File: config.mk
export PLATFORM = sky130hd
export DESIGN_NAME = input_debouncer
export DESIGN_NICKNAME = d
export VERILOG_FILES = /design/src/rtl/debounce_pkg.sv /design/src/rtl/debounce_channel.sv /design/src/rtl/input_debouncer.sv
export SDC_FILE = /design/constraint.sdc
export NUM_CORES = 1
export LEC_CHECK = 0
export ABC_AREA = 1
export CAP_MARGIN = 40
export CORE_MARGIN = 3
export CORE_UTILIZATION = 50
export DETAILED_ROUTE_END_ITERATION = 16
export GPL_ROUTABILITY_DRIVEN = 0
export HOLD_SLACK_MARGIN = 0.03
export PLACE_DENSITY = 0.66
export SYNTH_ARGS = -nofsm -noshare
export SYNTH_HDL_FRONTEND = slang
export SYNTH_SLANG_ARGS = --single-unit
File: constraint.sdc
create_clock -name clk -period 2.1 [get_ports clk]
set_clock_uncertainty 0.15 [all_clocks]
set_input_delay 0.315 -clock clk [delete_from_list [all_inputs] [get_ports clk]]
set_output_delay 0.315 -clock clk [all_outputs]
set_load 0.02 [all_outputs]
File: src/rtl/debounce_pkg.sv
// Shared types and width helpers for the input debouncer.
// Channel FSM states plus counter sizing used by every channel.
package debounce_pkg;

  typedef enum logic [1:0] {
    IDLE_LOW,
    WAIT_HIGH,
    IDLE_HIGH,
    WAIT_LOW
  } state_t;

  // Bits needed to hold 0..n inclusive, never less than one.
  function automatic int cnt_width(input int n);
    int w;
    w = $clog2(n + 1);
    return (w < 1) ? 1 : w;
  endfunction

endpackage

File: src/rtl/debounce_channel.sv
// One debounce channel: level FSM, debounce counter, hold counter.
// Takes a polarity-corrected, already synchronized level.
module debounce_channel
  import debounce_pkg::*;
#(
  parameter int STABLE_CYCLES     = 20000,
  parameter int LONG_PRESS_CYCLES = 50000000
) (
  input  logic clk,
  input  logic reset,
  input  logic x,
  output logic level,
  output logic press,
  output logic release_pulse,
  output logic long_press
);

  localparam int CNT_W  = cnt_width(STABLE_CYCLES);
  localparam int HOLD_W = cnt_width(LONG_PRESS_CYCLES);

  localparam logic [CNT_W-1:0] CNT_LAST =
    CNT_W'(STABLE_CYCLES - 1);
  localparam logic [CNT_W-1:0] CNT_ONE = CNT_W'(1);
  localparam logic [HOLD_W-1:0] HOLD_MAX =
    HOLD_W'(LONG_PRESS_CYCLES);
  localparam logic [HOLD_W-1:0] HOLD_FIRE =
    HOLD_W'((LONG_PRESS_CYCLES > 0) ? LONG_PRESS_CYCLES - 1 : 0);
  localparam bit LONG_EN = (LONG_PRESS_CYCLES > 0);

  state_t            state;
  logic [CNT_W-1:0]  cnt;
  logic [HOLD_W-1:0] hold;
  logic [HOLD_W-1:0] hold_next;
  logic              long_hit;

  // Saturating hold step and the one-shot long-press condition.
  always_comb begin
    hold_next = (hold == HOLD_MAX) ? hold : hold + HOLD_W'(1);
    long_hit  = LONG_EN && (hold == HOLD_FIRE);
  end

  // Channel FSM; every output is a register.
  always_ff @(posedge clk) begin
    if (reset) begin
      state         <= IDLE_LOW;
      cnt           <= '0;
      hold          <= '0;
      level         <= 1'b0;
      press         <= 1'b0;
      release_pulse <= 1'b0;
      long_press    <= 1'b0;
    end else begin
      press         <= 1'b0;
      release_pulse <= 1'b0;
      long_press    <= 1'b0;
      unique case (state)
        IDLE_LOW: begin
          if (x) begin
            state <= WAIT_HIGH;
            cnt   <= CNT_ONE;
          end
        end
        WAIT_HIGH: begin
          if (!x) begin
            state <= IDLE_LOW;
          end else if (cnt == CNT_LAST) begin
            state <= IDLE_HIGH;
            level <= 1'b1;
            press <= 1'b1;
            hold  <= '0;
          end else begin
            cnt <= cnt + CNT_ONE;
          end
        end
        IDLE_HIGH: begin
          hold       <= hold_next;
          long_press <= long_hit;
          if (!x) begin
            state <= WAIT_LOW;
            cnt   <= CNT_ONE;
          end
        end
        WAIT_LOW: begin
          if (x) begin
            state      <= IDLE_HIGH;
            hold       <= hold_next;
            long_press <= long_hit;
          end else if (cnt == CNT_LAST) begin
            state         <= IDLE_LOW;
            level         <= 1'b0;
            release_pulse <= 1'b1;
            hold          <= '0;
          end else begin
            cnt        <= cnt + CNT_ONE;
            hold       <= hold_next;
            long_press <= long_hit;
          end
        end
        default: state <= IDLE_LOW;
      endcase
    end
  end

endmodule

File: src/rtl/input_debouncer.sv
// Multi-channel debouncer with press/release/long-press pulses.
// Inputs must already be synchronized; channels are independent.
module input_debouncer
  import debounce_pkg::*;
#(
  parameter int   CHANNELS          = 4,
  parameter int   STABLE_CYCLES     = 20000,
  parameter int   LONG_PRESS_CYCLES = 50000000,
  parameter logic ACTIVE_LOW        = 1'b0
) (
  input  logic                clk,
  input  logic                reset,
  input  logic [CHANNELS-1:0] sync_in,
  output logic [CHANNELS-1:0] level_o,
  output logic [CHANNELS-1:0] press_o,
  output logic [CHANNELS-1:0] release_o,
  output logic [CHANNELS-1:0] long_press_o
);

  logic [CHANNELS-1:0] x;

  // Normalise polarity so channels always see 1 = pressed.
  always_comb begin
    x = sync_in ^ {CHANNELS{ACTIVE_LOW}};
  end

  for (genvar i = 0; i < CHANNELS; i++) begin : g_ch
    debounce_channel #(
      .STABLE_CYCLES    (STABLE_CYCLES),
      .LONG_PRESS_CYCLES(LONG_PRESS_CYCLES)
    ) u_ch (
      .clk          (clk),
      .reset        (reset),
      .x            (x[i]),
      .level        (level_o[i]),
      .press        (press_o[i]),
      .release_pulse(release_o[i]),
      .long_press   (long_press_o[i])
    );
  end

endmodule
* Yosys cells after proc, flatten, opt, wreduce, memory -nomap -nowiden *
Index checks and enable logic that the tools add are counted.
W data, S select, Z words.

operators by class
  add/subtract/negate cells = 8
  equality and inequality tests = 56
  mux-type cells = 112
  bitwise logic cells = 12
  reductions and logical operators = 36

operator list
  operator                 count
  $mux W26                 20
  $pmux W26 S3             4
  $mux W15                 20
  $pmux W15 S4             4
  $eq A26 B26 Y1 const B   8
  $add A26 B1 Y26 const B  4
  $add A15 B1 Y15 const B  4
  $eq A15 B15 Y1 const B   4
  $mux W2                  24
  $ne A2 B2 Y1 const B     16
  $pmux W2 S4              4
  $reduce_and A4 Y1        8
  $mux W1                  28
  $ne A3 B2 Y1 const B     8
  $reduce_or A3 Y1         8
  $reduce_and A5 Y1        4
  $eq A2 B2 Y1 const B     8
  $ne A2 B1 Y1 const B     8
  $pmux W1 S2              8
  $not A1 Y1               12
  $reduce_and A3 Y1        4
  $reduce_bool A3 Y1       4
  $eq A2 B1 Y1 const B     4
  $logic_not A2 Y1         4
  $reduce_bool A2 Y1       4

storage, ports and cells
  register bits = 188
  word-level logic and storage cells = 252

* Depth between registers and ports, before layout *
Gate-level depths: netlist (run 1).

  depth in word-level cells = 5
  gate-level depth with buffers = 13
  gate-level depth less buffers = 12

* Modules after synthesis *
Synthesis (run 1) repeated with hierarchy kept, for this count alone.

second synthesis, totals
  cells, all modules = 1757
  area total of the unflattened synthesis = 11280.8 µm²

modules (own cells, without submodules)
  module                                instances  cells an instance  area an instance (µm²)
  debounce_channel at g_ch[0].u_ch ...  3          443                2821.5
  debounce_channel at g_ch[3].u_ch      1          428                2816.5

* Worst setup path before layout (run 1) *
Ideal clock, no wire load.

  kind = reg2reg
  start point = register g_ch[3].u_ch.cnt[0]
  end point = register g_ch[3].u_ch.cnt[0]
  setup time = 0.127 ns
  data arrival time = 1.470 ns
  slack = 0.353 ns
  cell stages (with the launch flop) = 10
  buffers on the path = 1
  clock period less this slack = 1.747 ns
  path through = dfxtp_1 -> ha_1 -> nand4_1 -> nor2_2 -> nand2_1 -> nand2_1 -> inv_1 -> buf_2 -> o21ai_0 -> a31oi_1

between the ends
  longest elaborated chain between the ends = 4

ends and longest elaborated chain
  what                                               line                                            RTL
  start: declaration                                 debounce_channel.sv:31                          logic [CNT_W-1:0] cnt;
  start signal: assignment                           debounce_channel.sv:72                          cnt <= cnt + CNT_ONE;
  start signal: assignment                           debounce_channel.sv:94                          cnt <= cnt + CNT_ONE;
  $add A15 B1 Y15 or $eq A15 B15 Y1 (tied branches)  n/a
  $mux W15 *                                         debounce_channel.sv:66, debounce_channel.sv:88
  $mux W15, on equally long branches                 debounce_channel.sv:84, debounce_channel.sv:64
  $pmux W15 S4 *                                     debounce_channel.sv:56                          unique case (state)

Mark *: on every way between the ends. The rest lies on a longest branch, timed or not. The select of a mux whose other input is x is not followed.
A chain may end at the register's enable or synchronous reset.

* Worst setup path after layout (run 1) *
  start point = register g_ch[2].u_ch.cnt[0]
  end point = register g_ch[2].u_ch.hold[7]

between the ends
  longest elaborated chain between the ends = 4

ends and longest elaborated chain
  what                      line                                            RTL
  start: declaration        debounce_channel.sv:31
  start signal: assignment  debounce_channel.sv:72
  start signal: assignment  debounce_channel.sv:94
  $eq A15 B15 Y1 *          debounce_channel.sv:66, debounce_channel.sv:88
  $mux W26                  debounce_channel.sv:88                          end else if (cnt == CNT_LAST) begin
  $mux W26                  debounce_channel.sv:84                          if (x) begin
  $pmux W26 S3              debounce_channel.sv:56
  end signal: assignment    debounce_channel.sv:76                          hold <= hold_next;
  end signal: assignment    debounce_channel.sv:86                          hold <= hold_next;
  end signal: assignment    debounce_channel.sv:95                          hold <= hold_next;
  end: declaration          debounce_channel.sv:32                          logic [HOLD_W-1:0] hold;

Mark *: on every way between the ends. The rest lies on a longest branch, timed or not.

==> metrics.txt, run 1 <==
layout cells sized above 1=0.09564; Synth Instances=1800; Peak VDD IR=0.0003871 V; Synth warnings=0; DIE AREA=approximately 0.024 mm²; row cnt=53; Least-Margin Pin Slew=0.4784 ns; Setup violations, final=0; cell area after synthesis=0.01109 mm²; Yosys reg bits=188; Tot GR Track Use=0.2270; CTS Buffer Depth=2; Overflow after GRT=0; Port-buffer cells=21; DRC=0; Hold Fails Final Rpt=0; Synth Flop Type=dfxtp_1; Startpoint Class=register; Slew HR=0.6786; detailed-route via count=roughly 11000; Core Area=0.02142 mm²; Worst Setup Slack, final=about 0.15 ns; CTS buffer count=17; Buf/Inv on CP=2; DR pass1 iterations=6; largest net degree at the start of global routing=between 60 and 70; Die H=roughly 150 µm; starting density of the core=0.5176; I/O pin cnt=22; number of synthesized flops with an enable pin=0; Mapped Avg Cell Area=6.159 µm²; hpwl dp=20220 µm; vias in the first global route=10420; worst setup path class=register to register; fin util=0.5862; slowest cell delay on critical path=0.37 ns; ANT cells=0; critical path required time=2.29 ns; Seq/Total Area, Yosys=0.3395; Final Cycle Share=0.9297; Iter 0 DRT Violations=around 680; clk sinks=~190; drt total wl=approximately 27000 µm; clk root buf=clkbuf_16; worst min path class=input port to register; nets=between 1500 and 2000; pwr dens=550.4 mW/mm²; Fmax=512.2 MHz; Setup crit end kind=register; Worst-Skew Late Latency=about 0.44 ns; CTS clk-pin slew, worst paths=0.08 ns; Setup TNS=0 ns; critical path fanouts, max=7; CTS tree=built; outcome=completed; worst slack at placement=around 0.029 ns; first-pass GRT wire length=46630 µm; Critical Path AT=between 2 and 2.5 ns; Vias/cell=5.207; CP max stage cell=dfxtp_1; DR WL/cell=12.68 µm; min cycle time layout=1.952 ns; hold buffers post-CTS=0; Detail Route Antenna Nets=0; Max-Cap Viols=0; syn nets=around 1800; Lkg Pwr=~0.0048 µW; Unique masters post-synth=44; crit-path most repeated cell=nand3_1; H-tree lvl count=4; Die X=154.9 µm; CP delay by family, top=simple AND/OR/NAND/NOR gates; initial antenna violation count=0; layout overhead on the synthesized area=13.26%; cell breakdown of the critical path=ha_2 -> nand4_1 -> nor2_2 -> nand3_1 -> nand2_4 -> buf_4 -> nand3_1 -> and2_1 -> nand2_1 -> inv_1; FFs w/ async S/R, synth=0; max-slew violation count=0
## state kept, by name, indices dropped and copies added (netlist names), named ones only
signal / count
g_ch.u_ch.hold: 104
g_ch.u_ch.release_pulse: 4
g_ch.u_ch.level: 4
g_ch.u_ch.cnt: 60
g_ch.u_ch.press: 4
g_ch.u_ch.state: 4
g_ch.u_ch.long_press: 4
## final cells by class
| cell class | count | area [µm²] |
|---|---|---|
| clock inverters | 14 | 107.6 |
| flip-flops and latches | 188 | 3770 |
| well taps | 275 | 344.1 |
| inverters | 249 | 939.7 |
| multi-input cells | 1315 | 6136 |
| repair buffers | 98 | 820.8 |
| clock buffers | 18 | 439.2 |
| fillers | 2137 | 8862 |
## cell families after synthesis
logic type / after synthesis / share of synthesized area
and+or+nand+nor: 1091 / 0.4290
buffers and inverters: 297 / 0.1125
AOI/OAI and AO/OA: 200 / 0.09604
DFF: 188 / 0.3395
xor gates and xnor gates: 12 / 0.009480
adders and majority gates: 12 / 0.01354
## timing repair
item                       CTS  global route
setup buffers                0            11
gates resized for setup      0            23
setup endpoints to repair    0            44
## placed cells by master, fill, tap and decap left out, types with 2 or more instances in the layout
master,count
a21oi_1,121
inv_2,12
inv_6,7
clkinvlp_4,2
clkbuf_16,17
buf_12,3
nor3_1,52
xor2_1,11
buf_4,74
inv_1,235
nor2_4,4
o21ai_0,49
nand2_1,465
o21bai_1,4
a31oi_1,7
nand3b_1,10
nor3_2,4
nand3_2,7
dfxtp_2,5
nor2_2,12
nand3_1,159
nor2_1,282
nand2_2,10
ha_1,9
dfxtp_1,183
and2_1,4
and3_1,2
nand4_1,72
clkinv_2,4
clkdlybuf4s50_1,20
nand2_4,5
o21ai_1,8
ha_2,3
o21a_1,2
## routing by layer
layer,share of wire,vias up,global-route usage
met2,0.46,193,0.3862
met5,0,-,0
li1,-,5916,-
met4,0.011,0,0.05635
met1,0.49,5098,0.3059
met3,0.033,25,0.03032
## power by group
part	switching (µW)	leakage [µW]	internal, µW
Combinational	153	0.00303	79.5
Clock	1520	0.000270	1570
Sequential	9.44	0.00152	3570
Total	1680	0.00482	5230
## cells in the mapped netlist, types with 2 or more instances
master,number,area (µm²)
a21oi_1,121,605.6
nand3_2,7,70.07
nand2_2,10,62.56
nand2_4,3,33.78
dfxtp_1,188,3764
clkbuf_1,8,30.03
a31oi_1,7,43.79
nor2_1,286,1074
nand3b_1,10,75.07
nor2_4,3,33.78
xor2_1,11,96.34
ha_1,12,150.1
nor3_1,55,275.3
o21ai_1,8,40.04
o21ai_2,2,17.52
inv_2,12,45.04
nand4_1,72,450.4
buf_4,19,142.6
buf_6,5,56.30
o21a_1,2,15.01
nand3_1,159,795.8
o21bai_1,4,30.03
o21ai_0,49,245.2
nor2_2,9,56.30
nand2_1,467,1753
inv_1,235,882.1
and2_1,4,25.02
buf_2,15,75.07
and3_1,2,12.51
## worst register-to-register path, delay by kind of cell, from the launching register on
kind / cells / cell delay (ns)
adder cells (fa/ha/maj): 1 / 0.21
buffers and inverters: 2 / 0.16
AND/OR/NAND/NOR: 7 / 0.96
flip-flops: 1 / 0.37
## final timing paths
check	from	to	slack, ns	depth (start not counted)
worst max-delay path	g_ch[2].u_ch.cnt[0]	g_ch[2].u_ch.hold[7]	0.15	10
worst min-delay path	reset	g_ch[3].u_ch.hold[3]	0.18	5
worst max register to register	g_ch[2].u_ch.cnt[0]	g_ch[2].u_ch.hold[7]	0.15	10
worst min register to register	g_ch[3].u_ch.level	g_ch[3].u_ch.level	0.31	2
## metrics by stage
stage | hold slack [ns] | power [µW] | cell area, µm² | instances
after floorplan | 0.2418 | 3803 | 11090 | 1800
after global placement | 0.2989 | 3893 | 11860 | 2114
after detailed placement | 0.3035 | 3896 | 11860 | 2114
after CTS | 0.1636 | 6992 | 12410 | 2146
after global routing | 0.1990 | 7188 | 12560 | 2157
final | 0.1752 | 6911 | 12560 | 2157
No activity file was read; power rests on OpenSTA's default activity.
==> run 2, diff against run 1 <==
--- a/config.mk
+++ b/config.mk
@@ -8,11 +8,12 @@
 export ABC_AREA = 1
 export CAP_MARGIN = 40
 export CORE_MARGIN = 3
-export CORE_UTILIZATION = 50
+export CORE_UTILIZATION = 63
 export DETAILED_ROUTE_END_ITERATION = 16
 export GPL_ROUTABILITY_DRIVEN = 0
 export HOLD_SLACK_MARGIN = 0.03
-export PLACE_DENSITY = 0.66
+export PLACE_DENSITY_LB_ADDON = 0.05
 export SYNTH_ARGS = -nofsm -noshare
 export SYNTH_HDL_FRONTEND = slang
+export SYNTH_HIERARCHICAL = 1
 export SYNTH_SLANG_ARGS = --single-unit
==> metrics.txt, run 2 <==
outcome=completed; count leader, synth=nand2_1; most common cell after layout, fill and taps aside=nand2_1; Startpoint Class=register; largest net degree at the start of global routing=21 (-66%); Hold Fails Final Rpt=0 (unchanged); first-pass GRT wire length=44230 µm (-5.1%); critical path required time=2.27 ns (-0.02 ns); DIE AREA=0.01955 mm² (-19%); Synth Flop Type=dfxtp_1; Critical Path AT=2.12 ns (-0.02 ns); area share of fa/ha/maj cells after synthesis=0.01331 (-0.0002328); drt total wl=26540 µm (-3.0%); cell area after synthesis=0.01128 mm² (+1.7%); Overflow after GRT=0 (unchanged); number of synthesized flops with an enable pin=0 (unchanged); worst reg2reg startpoint=g_ch[2].u_ch/cnt[0]; CP max stage cell=dfxtp_1; clk sinks=188 (unchanged); max FFs per register=104 (unchanged); max-slew violation count=0 (unchanged); Detail Route Antenna Nets=0 (unchanged); Synth area leaders=dfxtp_1, nand2_1, inv_1; CTS clk-pin slew, worst paths=0.07 ns (about the same); FFs w/ async S/R, synth=0 (unchanged); I/O pin cnt=22 (unchanged); starting density of the core=0.6477 (+0.1301); CTS Buffer Depth=2 (unchanged); syn nets=1775 (-2.4%); post-synthesis mux area share=0 (unchanged); nets=1837 (-2.6%); worst min path class=input port to register; min cycle time layout=1.956 ns (+0.003328 ns); layout cells sized above 1=0.1283 (+0.03270); Seq/Total Area, Yosys=0.3336 (-0.005836); Worst Min Path Start=reset; Post-Synth Simple-Gate Area=0.4394 (+0.01048); row cnt=48 (-9.4%); Clock power frac=0.477 (+0.029); ANT cells=0 (unchanged); Yosys reg bits=188 (unchanged); DR WL/cell=12.91 µm (+1.8%); critical path fanouts, max=8 (+1); fill count=1460 (-32%); Fmax=511.3 MHz (-0.17%); Internal Pwr Total=5686 µW (+8.7%); pwr dens=576.2 mW/mm² (+4.7%); top cells by count, synth=nand2_1, inv_1, nor2_1; Setup TNS=0 ns (unchanged); Setup violations, final=0 (unchanged); slowest cell delay on critical path=0.37 ns (about the same); hold buffers post-CTS=0 (unchanged); FF-to-FF End=g_ch[2].u_ch/cnt[0]; Largest regs=g_ch.u_ch/hold: 104 flops, g_ch.u_ch/cnt: 60 flops; Max-Cap Viols=0 (unchanged); largest reg by FF count=g_ch.u_ch/hold; vias in the first global route=10050 (-3.5%); total net switching power=1589 µW (-5.6%); DR pass1 iterations=6 (unchanged); initial antenna violation count=0 (unchanged); Peak VDD IR=0.0006108 V (+58%); layout overhead on the synthesized area=11.91%; Least-Margin Pin Slew=0.4934 ns (+0.01506 ns); Combinational Power Share=0.030 (-0.004); Worst Hold Depth=2 (-3); hpwl dp=19000 µm (-6.0%); Compound-Gate Fraction of Synth Area=0.08574 (-0.01030); Mapped Avg Cell Area=6.421 µm² (+4.2%); Die H=139.8 µm (-9.7%); CP delay by family, top=simple AND/OR/NAND/NOR gates; Endpoint, Worst Hold=g_ch[1].u_ch/state[0]; worst setup path class=register to register; Tot GR Track Use=0.2638 (+0.03671); multi-input logic area=0.006312 mm² (+2.9%); CTS tree=built; Core Area=0.01742 mm² (-19%); Setup crit end kind=register; Worst-Skew Late Latency=0.44 ns (about the same); Iter 0 DRT Violations=838 (+24%); DRC=0 (unchanged); Synth warnings=6 (+6); RSZ-0062 raised after global routing=yes; H-tree lvl count=4 (unchanged); detailed-route via count=11150 (-0.70%); most frequent cells in the layout=nand2_1, inv_1, nor2_1; Lkg Pwr=0.004823 µW (about the same); Synth top area share=0.3336 (-0.005836); Sw Ratio=0.2184 (-0.02506); Vias/cell=5.425 (+4.2%); Port-buffer cells=21 (unchanged); Slew HR=0.6685 (-0.01012); Reg power frac=0.493 (-0.026); Worst Setup Slack, final=0.1443 ns (-0.003328 ns); Final Cycle Share=0.9313 (+0.001585); sequential cell area=0.003766 mm² (about the same); R2R cell count=12 (+2); Die X=139.8 µm (-9.7%); CTS buffer count=17 (unchanged); minimum hold slack=0.1574 ns (-0.01787 ns); register-to-register setup slack=0.14 ns (about the same); area leader, netlist=dfxtp_1; Unique masters post-synth=40 (-9.1%); worst slack at placement=0.03158 ns (+0.003064 ns); Post-Synth XOR/XNOR Area=0.01553 (+0.006048); clk root buf=clkbuf_16; Synth Instances=1757 (-2.4%); largest family of logic cells by synthesized area=simple AND/OR/NAND/NOR gates; Buf/Inv on CP=4 (+2); cell breakdown of the critical path=ha_1 -> nand2_1 -> inv_1 -> nand2_2 -> nor2_4 -> buf_4 -> nand2_1 -> nand2_2 -> inv_1 -> buf_4 -> o21ai_0 -> a31oi_1
-- run 2: worst max-delay path by stage --
stage | end | cells past startpoint | from | slack, ns
after floorplan | g_ch[0].u_ch/level | 13 | g_ch[0].u_ch/cnt[0] | 0.39
after global placement | g_ch[0].u_ch/cnt[8] | 11 | sync_in[0] | 0.06
after detailed placement | g_ch[0].u_ch/cnt[6] | 10 | sync_in[0] | 0.03
after CTS | g_ch[0].u_ch/hold[19] | 12 | g_ch[0].u_ch/cnt[0] | 0.06
after global routing | g_ch[0].u_ch/cnt[0] | 11 | g_ch[0].u_ch/cnt[1] | -0.02
final | g_ch[2].u_ch/cnt[0] | 12 | g_ch[2].u_ch/cnt[0] | 0.14
-- run 2: stage by stage --
step	cells	instance area (µm²)	util	power, µW
final	2056	12620	0.7249	7274
after global routing	2056	12620	0.7249	7505
after CTS	2038	12420	0.7129	7329
after detailed placement	2007	11790	0.6767	3871
after global placement	2007	11790	0.6767	3865
after floorplan	1757	11280	-	3802
-- run 2: power groups by stage --
stage / Clock [µW] / Combinational (µW) / Sequential (µW)
floorplan: 0 / 134 / 3670
global placement: 0 / 198 / 3670
detailed placement: 0 / 203 / 3670
CTS: 3540 / 205 / 3590
global route: 3680 / 239 / 3590
finish: 3470 / 215 / 3590
-- run 2: cell type report --
cell class	count	area share
clock buffer	19	0.03508
clock inverter	12	0.01477
inverter	276	0.08375
multi-input combinational	1267	0.5000
sequential	188	0.2983
tap	225	0.02230
timing repair buffer	69	0.04579
-- run 2: layer usage --
metal  part of all wire  global-route usage  vias up
met5                  0                   0        -
met4              0.015             0.08210        0
met3              0.053             0.04777       43
met2               0.48              0.4467      350
met1               0.45              0.3428     5035
li1                   -                   -     5725
-- run 2: kinds of logic after synthesis --
logic type	count (synthesis)
AO/OA/AOI/OAI	175
buffers and inverters	302
adder cells (fa/ha/maj)	12
AND/OR/NAND/NOR	1060
XOR/XNOR	20
flip-flops	188
-- run 2: repair_timing --
action | CTS | global route
endpoints found under the setup margin | 0 | 48
buffers inserted | 0 | 18
resized for setup | 0 | 20
